==> config.mk <==
export PLATFORM = sky130hd
export DESIGN_NAME = oflow_prev_frame_reader
export DESIGN_NICKNAME = d
export VERILOG_FILES = /design/src/rtl/oflow_core_define_pkg.sv /design/src/rtl/oflow_prev_frame_reader.sv
export SDC_FILE = /design/constraint.sdc
export NUM_CORES = 1
export LEC_CHECK = 0
export CAP_MARGIN = 20
export CORE_AREA = 4 4 312 314
export CTS_BUF_LIST = sky130_fd_sc_hd__clkbuf_16
export CTS_CLUSTER_DIAMETER = 40
export DETAILED_ROUTE_END_ITERATION = 10
export DIE_AREA = 0 0 316 318
export PLACE_DENSITY_LB_ADDON = 0.12
export SYNTH_ARGS = -nofsm -noshare
export SYNTH_HDL_FRONTEND = slang
export SYNTH_SLANG_ARGS = --single-unit
==> constraint.sdc <==
create_clock -name clk -period 6.9 [get_ports clk]
set_clock_uncertainty 0.15 [all_clocks]
set_input_delay 1.38 -clock clk [delete_from_list [all_inputs] [get_ports clk]]
set_output_delay 1.38 -clock clk [all_outputs]
set_load 0.005 [all_outputs]
==> src/rtl/oflow_core_define_pkg.sv <==
// Shared oflow core definitions: datapath widths and the previous-frame
// reader state encoding.
package oflow_core_define_pkg;

   localparam int DATA_TO_PE_WIDTH = 256;
   localparam int ROW_LEN          = 16;

   typedef enum logic [2:0] {
      IDLE,
      RD0,
      RD1,
      CAP,
      WAIT,
      DONE
   } oflow_rd_state_e;

endpackage

==> src/rtl/oflow_prev_frame_reader.sv <==
// Streams stored previous-frame entries, two at a time, from a synchronous
// entry memory into the two similarity-metric slots.
module oflow_prev_frame_reader
   import oflow_core_define_pkg::*;
#(
   parameter int DATA_W = DATA_TO_PE_WIDTH,
   parameter int ADDR_W = 7
) (
   input  logic                  clk,
   input  logic                  reset_N,
   input  logic                  start_read,
   input  logic [ADDR_W:0]       num_of_objects,
   input  logic                  control_for_read_new_line,
   output logic                  mem_rd_en,
   output logic [ADDR_W-1:0]     mem_addr,
   input  logic [DATA_W-1:0]     mem_rd_data,
   output logic [DATA_W-1:0]     data_to_similarity_metric_0,
   output logic [DATA_W-1:0]     data_to_similarity_metric_1,
   output logic                  valid_0,
   output logic                  valid_1,
   output logic                  pair_valid,
   output logic                  done_read,
   output logic                  busy,
   output oflow_rd_state_e       dbg_state_o
);

   localparam logic [ADDR_W:0] MAX_COUNT = {1'b1, {ADDR_W{1'b0}}};

   oflow_rd_state_e       state_q, state_d;
   logic [ADDR_W:0]       ptr_q, ptr_d;
   logic [ADDR_W:0]       count_q, count_d;
   logic                  pending_q, pending_d;
   logic [DATA_W-1:0]     slot0_q, slot0_d;
   logic [DATA_W-1:0]     slot1_q, slot1_d;
   logic                  valid0_q, valid0_d;
   logic                  valid1_q, valid1_d;
   logic                  done_q, done_d;

   // One bit wider than ptr so ptr+1 / ptr+2 never wrap before the compare.
   logic [ADDR_W+1:0]     ptr_plus1, ptr_plus2, count_ext;
   logic                  second_rd;

   assign ptr_plus1 = {1'b0, ptr_q} + (ADDR_W+2)'(1);
   assign ptr_plus2 = {1'b0, ptr_q} + (ADDR_W+2)'(2);
   assign count_ext = {1'b0, count_q};
   assign second_rd = (ptr_plus1 < count_ext);

   always_ff @(posedge clk or negedge reset_N) begin
      if (!reset_N) begin
         state_q   <= IDLE;
         ptr_q     <= '0;
         count_q   <= '0;
         pending_q <= 1'b0;
         slot0_q   <= '0;
         slot1_q   <= '0;
         valid0_q  <= 1'b0;
         valid1_q  <= 1'b0;
         done_q    <= 1'b0;
      end else begin
         state_q   <= state_d;
         ptr_q     <= ptr_d;
         count_q   <= count_d;
         pending_q <= pending_d;
         slot0_q   <= slot0_d;
         slot1_q   <= slot1_d;
         valid0_q  <= valid0_d;
         valid1_q  <= valid1_d;
         done_q    <= done_d;
      end
   end

   // Handshake: pair_valid is high only while parked in WAIT; a request
   // (pulse, or one remembered from RD0/RD1/CAP) consumes the pair there.
   always_comb begin
      state_d   = state_q;
      ptr_d     = ptr_q;
      count_d   = count_q;
      pending_d = pending_q;
      slot0_d   = slot0_q;
      slot1_d   = slot1_q;
      valid0_d  = valid0_q;
      valid1_d  = valid1_q;
      done_d    = done_q;
      mem_rd_en = 1'b0;
      mem_addr  = '0;
      pair_valid = 1'b0;

      case (state_q)
         IDLE, DONE: begin
            if (start_read) begin
               if (num_of_objects != '0) begin
                  count_d   = (num_of_objects > MAX_COUNT) ? MAX_COUNT : num_of_objects;
                  ptr_d     = '0;
                  done_d    = 1'b0;
                  pending_d = 1'b0;
                  state_d   = RD0;
               end else begin
                  done_d  = 1'b1;
                  state_d = DONE;
               end
            end
         end
         RD0: begin
            mem_rd_en = 1'b1;
            mem_addr  = ptr_q[ADDR_W-1:0];
            if (control_for_read_new_line) pending_d = 1'b1;
            state_d = RD1;
         end
         RD1: begin
            if (second_rd) begin
               mem_rd_en = 1'b1;
               mem_addr  = ptr_plus1[ADDR_W-1:0];
            end
            slot0_d  = mem_rd_data;
            valid0_d = 1'b1;
            if (control_for_read_new_line) pending_d = 1'b1;
            state_d = CAP;
         end
         CAP: begin
            // ptr is unchanged since RD1, so second_rd still says whether a
            // second read was issued.
            if (second_rd) begin
               slot1_d  = mem_rd_data;
               valid1_d = 1'b1;
            end else begin
               slot1_d  = '0;
               valid1_d = 1'b0;
            end
            ptr_d = (ptr_plus2 >= count_ext) ? count_q : ptr_plus2[ADDR_W:0];
            if (control_for_read_new_line) pending_d = 1'b1;
            state_d = WAIT;
         end
         WAIT: begin
            pair_valid = 1'b1;
            if (control_for_read_new_line || pending_q) begin
               pending_d = 1'b0;
               if (ptr_q < count_q) begin
                  state_d = RD0;
               end else begin
                  done_d  = 1'b1;
                  state_d = DONE;
               end
            end
         end
         default: state_d = IDLE;
      endcase
   end

   assign data_to_similarity_metric_0 = slot0_q;
   assign data_to_similarity_metric_1 = slot1_q;
   assign valid_0     = valid0_q;
   assign valid_1     = valid1_q;
   assign done_read   = done_q;
   assign busy        = (state_q != IDLE);
   assign dbg_state_o = state_q;

endmodule
======== Word-level counts from Yosys, hierarchy flattened ========
Cells that the tools add are included.
word-level totals
  register bits after elaboration ......... 535
  input port bits ......................... 268
  output and inout bits ................... 528
operators by class
  add/subtract/negate cells ............... 2
  order comparisons ....................... 4
  eq/ne operators ......................... 10
  muxes and demuxes ....................... 26
  reductions and logical operators ........ 14
operators with widths
  cell                                            count
  two-way mux 256 bit                             1
  two-way mux 8 bit                               4
  one-hot mux 8 bit (2 select lines)              1
  one-hot mux 3 bit (5 select lines)              1
  one-hot mux 7 bit (2 select lines)              1
  two-way mux 3 bit                               4
  two-way mux 1 bit                               10
  adder 8 x 1 -> 9 bit (second input constant)    1
  adder 8 x 2 -> 9 bit (second input constant)    1
  greater-or-equal comparator 9 x 8 -> 1 bit      1
  less-than comparator 9 x 8 -> 1 bit             1
  > comparator 8 bit (second input constant)      1
  less-than comparator 8 bit                      1
  != test 2 bit (second input constant)           4
  nonzero test 8 bit                              1
  two-way mux 7 bit                               1
  == test 3 x 2 -> 1 bit (second input constant)  2
  == test 3 bit (second input constant)           2
  AND reduction 3 bit                             2
  nonzero test 3 bit                              2
  AND reduction 5 bit                             1
  one-hot mux 1 bit (2 select lines)              2
  AND reduction 4 bit                             1
  nonzero test 2 bit                              2
  8 further kinds                                 8

======== Longest topological paths before layout ========
  word-level depth ........................ 4
  mapped depth ............................ 13

======== Worst setup path after synthesis ========
OpenSTA, ideal clock, no wires.
  path kind ............................... reg-to-output
  from .................................... register ptr_q[3]
  to ...................................... output mem_addr[0]
  data arrival time ....................... 2613 ps
  slack ................................... 2757 ps
  cell stages (with the launch flop) ...... 13
  path buffers ............................ 2
  path through ............................ dfrtp_1 clkbuf_1 and3_1 and3_1 xnor2_1 inv_1 ha_1 o21a_1 o21ai_0 a31oi_1 or4_1 clkbuf_1 o21ai_0
on the way
  longest elaborated chain between the ends .. 4
RTL lines
  what                                 line                            text
  from (decl)                          oflow_prev_frame_reader.sv:30   logic [ADDR_W:0] ptr_q, ptr_d;
  from (signal assigned)               oflow_prev_frame_reader.sv:61   ptr_q <= ptr_d;
  adder 8 x 1 -> 9 bit                 oflow_prev_frame_reader.sv:43   assign ptr_plus1 = {1'b0, ptr_q} + (ADDR_W+2)'(1);
  less-than comparator 9 x 8 -> 1 bit  oflow_prev_frame_reader.sv:46   assign second_rd = (ptr_plus1 < count_ext);
  two-way mux 7 bit                    oflow_prev_frame_reader.sv:110  if (second_rd) begin
  one-hot mux 7 bit (2 select lines)   oflow_prev_frame_reader.sv:88   case (state_q)
  to (decl)                            oflow_prev_frame_reader.sv:15   output logic [ADDR_W-1:0] mem_addr,
No other way between the ends.

======== Worst setup path after layout ========
  from .................................... register ptr_q[2]
  to ...................................... output mem_addr[5]
on the way
  longest elaborated chain between the ends .. 4
RTL lines
  what                                  line
  adder 8 x 1 -> 9 bit *                oflow_prev_frame_reader.sv:43
  less-than comparator 9 x 8 -> 1 bit   oflow_prev_frame_reader.sv:46
  two-way mux 7 bit *                   oflow_prev_frame_reader.sv:110
  one-hot mux 7 bit (2 select lines) *  oflow_prev_frame_reader.sv:88
Every way passes the cells marked *; elsewhere a longest branch is shown, timed or not.

==> results.sh <==
export IMPL_grt_max_degree=164
export IMPL_yosys_top_cells_area="dfrtp_1 66%, mux2_2 14%, a22o_1 11%"
export IMPL_htree_levels=3
export IMPL_syn_inst=1364
export IMPL_fp_row_count=113
export IMPL_hold_viol=0
export IMPL_die_width_microns=316
export IMPL_vias=15200
export IMPL_synth_nets=1658
export IMPL_setup_viol=0
export IMPL_place_gp_congestion=0.801
export IMPL_numCtsBuffers=105
export IMPL_layout_setup_ws_ns=1.24
export IMPL_routed_wirelength_microns=78900
export IMPL_ioPinCount=796
export IMPL_synth_top_area_cell="dfrtp_1"
export IMPL_drc_errors=0
export IMPL_crit_type="flip-flop to output pin"
export IMPL_globalRoute_totalOverflow=0
export IMPL_finalMaxSlewViolations=0
export IMPL_rsz0062_at_grt="no"
export IMPL_synthAdderAreaFrac_pct=1.59
export IMPL_netlist_area_sq_um=20400
export IMPL_die_y_microns=318
export IMPL_wire_per_inst_microns=22.3
export IMPL_fp_dieArea_sq_um=100000
export IMPL_internal_power_w=0.0124
export IMPL_fin_crit_ns=5.66
export IMPL_yosysUniqueCellTypes=41
export IMPL_synth_xor_area_share_pct=0.472
export IMPL_area_growth_pct=62.9
export IMPL_clock_path_buffers=3
export IMPL_cts_sinks=535
export IMPL_worstReg2RegStart="ptr_q[2]$_DFFE_PN0P_"
export IMPL_hpwl_microns=54400
export IMPL_cts_tree="done"
export IMPL_yosysWarningCount=0
export IMPL_synth_top_family_by_area="multiplexers"
export IMPL_ys_flop_type="dfrtp_1"
export IMPL_slew_headroom_pct=26.3
export IMPL_core_area_sq_um=94600
export IMPL_tightestPinTransition_ns=1.11
export IMPL_clk_pin_slew_ns=0.05
export IMPL_cap_viol_max_count=0
export IMPL_power_density_nw_per_um2=535
export IMPL_netlist_top_cells_count="535 x dfrtp_1, 258 x a22o_1, 256 x mux2_2"
export IMPL_grt_total_usage_pct=15.3
export IMPL_grt_pass1_vias=16800
export IMPL_cts_hold_buf=0
export IMPL_ctsResizeCount=0
export IMPL_totalNegativeSetupSlack_ns=0
export IMPL_synth_simple_area_share_pct=2.25
export IMPL_clkPwrFrac_pct=28.7
export IMPL_antenna_left=0
export IMPL_vias_per_cell=4.29
export IMPL_synth_top_area_share_pct=65.6
export IMPL_fin_crit_sh_pct=82.0
export IMPL_yosysSeqAreaShare_pct=65.6
export IMPL_nets=2475
export IMPL_start_kind="flip-flop"
export IMPL_synth_edf_count=0
export IMPL_clk_latency_ns=0.65
export IMPL_drive_above_1_share_pct=19.4
export IMPL_critPathLaunch="ptr_q[2]$_DFFE_PN0P_"
export IMPL_worstPathRequired_ns=5.37
export IMPL_root_buffer="clkbuf_16"
export IMPL_first_pass_iters=5
export IMPL_ys_ff_latch=535
export IMPL_p_leak_nw=14.0
export IMPL_cp_max_fo=13
export IMPL_cts_setup_buffers=0
export IMPL_swShare_pct=30.5
export IMPL_hold_start="valid_1$_DFFE_PN0P_"
export IMPL_start_util_pct=21.6
export IMPL_post_place_ws_ns=1.94
export IMPL_max_freq_ghz=0.177
export IMPL_grt_antenna_before_repair=13
export IMPL_critPathCaptureType="output pin"
export IMPL_synthArstFlopShare_pct=100
export IMPL_pwr_share_seq_pct=30.9
export IMPL_pwr_share_comb_pct=40.4
export IMPL_ir_drop_v=0.000289
export IMPL_outcome="completed"
export IMPL_drt_iter0_markers=711
export IMPL_power_switching_w=0.00543
export IMPL_numPortBuffers=795
export IMPL_hp_class="flip-flop to flip-flop"
export IMPL_grt_pass1_wl_microns=116000
export IMPL_synth_area_per_cell_sq_um=15.0
export IMPL_synthMuxAreaShare_pct=14.1
export IMPL_synth_most_common_cell="dfrtp_1"
export IMPL_synth_compound_area_share_pct=13.2
export IMPL_cp_arrival_ns=4.13
-- critical path, stage by stage, from the launching register on --
cell             delay [ns]
dfrtp_1                0.59
ha_1                   0.34
nand4_1                0.14
xor2_1                 0.20
inv_1                  0.06
ha_1                   0.26
o21a_1                 0.19
o21ai_0                0.16
a31oi_1                0.11
or4_1                  0.65
o21ai_0                0.22
clkdlybuf4s50_1        0.54
-- power groups by stage --
stage	Combinational [W]	Clock (W)	Sequential (W)
6_report	0.00719	0.00510	0.00550
5_1_grt	0.00775	0.00541	0.00570
4_1_cts	0.00738	0.00526	0.00551
3_5_place_dp	0.00735	0	0.00552
3_3_place_gp	0.00736	0	0.00549
2_1_floorplan	0.00291	0	0.00552
-- kinds of logic (layout without fill, tap and decap cells) --
group	after synthesis	after routing
buffers and inverters	117	1022
XOR/XNOR	11	11
adder cells (fa/ha/maj)	26	26
flip-flops	535	535
multiplexers	256	256
AND/OR/NAND/NOR	93	93
AO/OA/AOI/OAI	326	326
other	0	9
-- worst paths after layout --
kind / endpoint / slack [ns] / depth (start not counted)
worst max-delay path: mem_addr[5] / 1.24 / 11
worst min-delay path: valid_1$_DFFE_PN0P_ / 0.33 / 1
worst max register to register: data_to_similarity_metric_1[84]$_DFFE_PN0P_ / 3.17 / 11
worst min register to register: valid_1$_DFFE_PN0P_ / 0.33 / 1
max in group asynchronous: data_to_similarity_metric_0[230]$_DFFE_PN0N_ / 4.32 / 2
min in group asynchronous: data_to_similarity_metric_1[90]$_DFFE_PN0P_ / 0.68 / 1
-- metrics by stage --
| step | area (sq um) | total power (W) | cells | hold WS (ns) | utilization, % |
|---|---|---|---|---|---|
| floorplan | 20400 | 0.00843 | 1364 | 0.300 | - |
| global placement | 29700 | 0.0128 | 3339 | 0.303 | 31.4 |
| detailed placement | 29700 | 0.0129 | 3339 | 0.319 | 31.4 |
| CTS | 33200 | 0.0182 | 3534 | 0.330 | 35.1 |
| global route | 33200 | 0.0189 | 3539 | 0.353 | 35.1 |
| finish | 33200 | 0.0178 | 3543 | 0.326 | 35.1 |
-- layout make-up --
type / instances / area, sq um
multi-input cells: 712 / 6480
inverters: 19 / 71.3
flip-flops and latches: 535 / 13400
repair buffers: 808 / 8150
clock inverters: 86 / 831
well taps: 1265 / 1580
diodes: 9 / 22.5
clock buffers: 109 / 2730
fillers: 9203 / 61300
-- metal layers --
| metal | global-route usage [%] | share of wire (%) | up-vias |
|---|---|---|---|
| met5 | 0 | 0.046 | - |
| met2 | 25.5 | 49 | 672 |
| li1 | - | - | 6729 |
| met4 | 5.82 | 3.4 | 6 |
| met3 | 7.47 | 11 | 146 |
| met1 | 16.6 | 37 | 7663 |
-- registers in the layout, indices dropped and copies added (netlist names) --
register,count
count_q,8
data_to_similarity_metric_0,256
data_to_similarity_metric_1,256
dbg_state_o,3
done_read,1
pending_q,1
ptr_q,8
valid_0,1
valid_1,1
-- cell usage in the layout, fill, tap and decap left out, types with 6 or more instances in the layout --
| cell | instances |
|---|---|
| clkdlybuf4s50_1 | 794 |
| dfrtp_1 | 535 |
| a22o_1 | 258 |
| mux2_2 | 256 |
| clkbuf_16 | 109 |
| inv_1 | 31 |
| nand2_1 | 27 |
| o21ai_0 | 26 |
| ha_1 | 26 |
| nor2_1 | 21 |
| clkinv_2 | 20 |
| clkinv_1 | 18 |
| bufinv_16 | 15 |
| a21oi_1 | 13 |
| nand3_1 | 13 |
| clkinvlp_4 | 13 |
| nand2b_1 | 10 |
| diode_2 | 9 |
| buf_12 | 7 |
| xnor2_1 | 6 |
| buf_4 | 6 |
No activity file was read; power rests on OpenSTA's default activity.
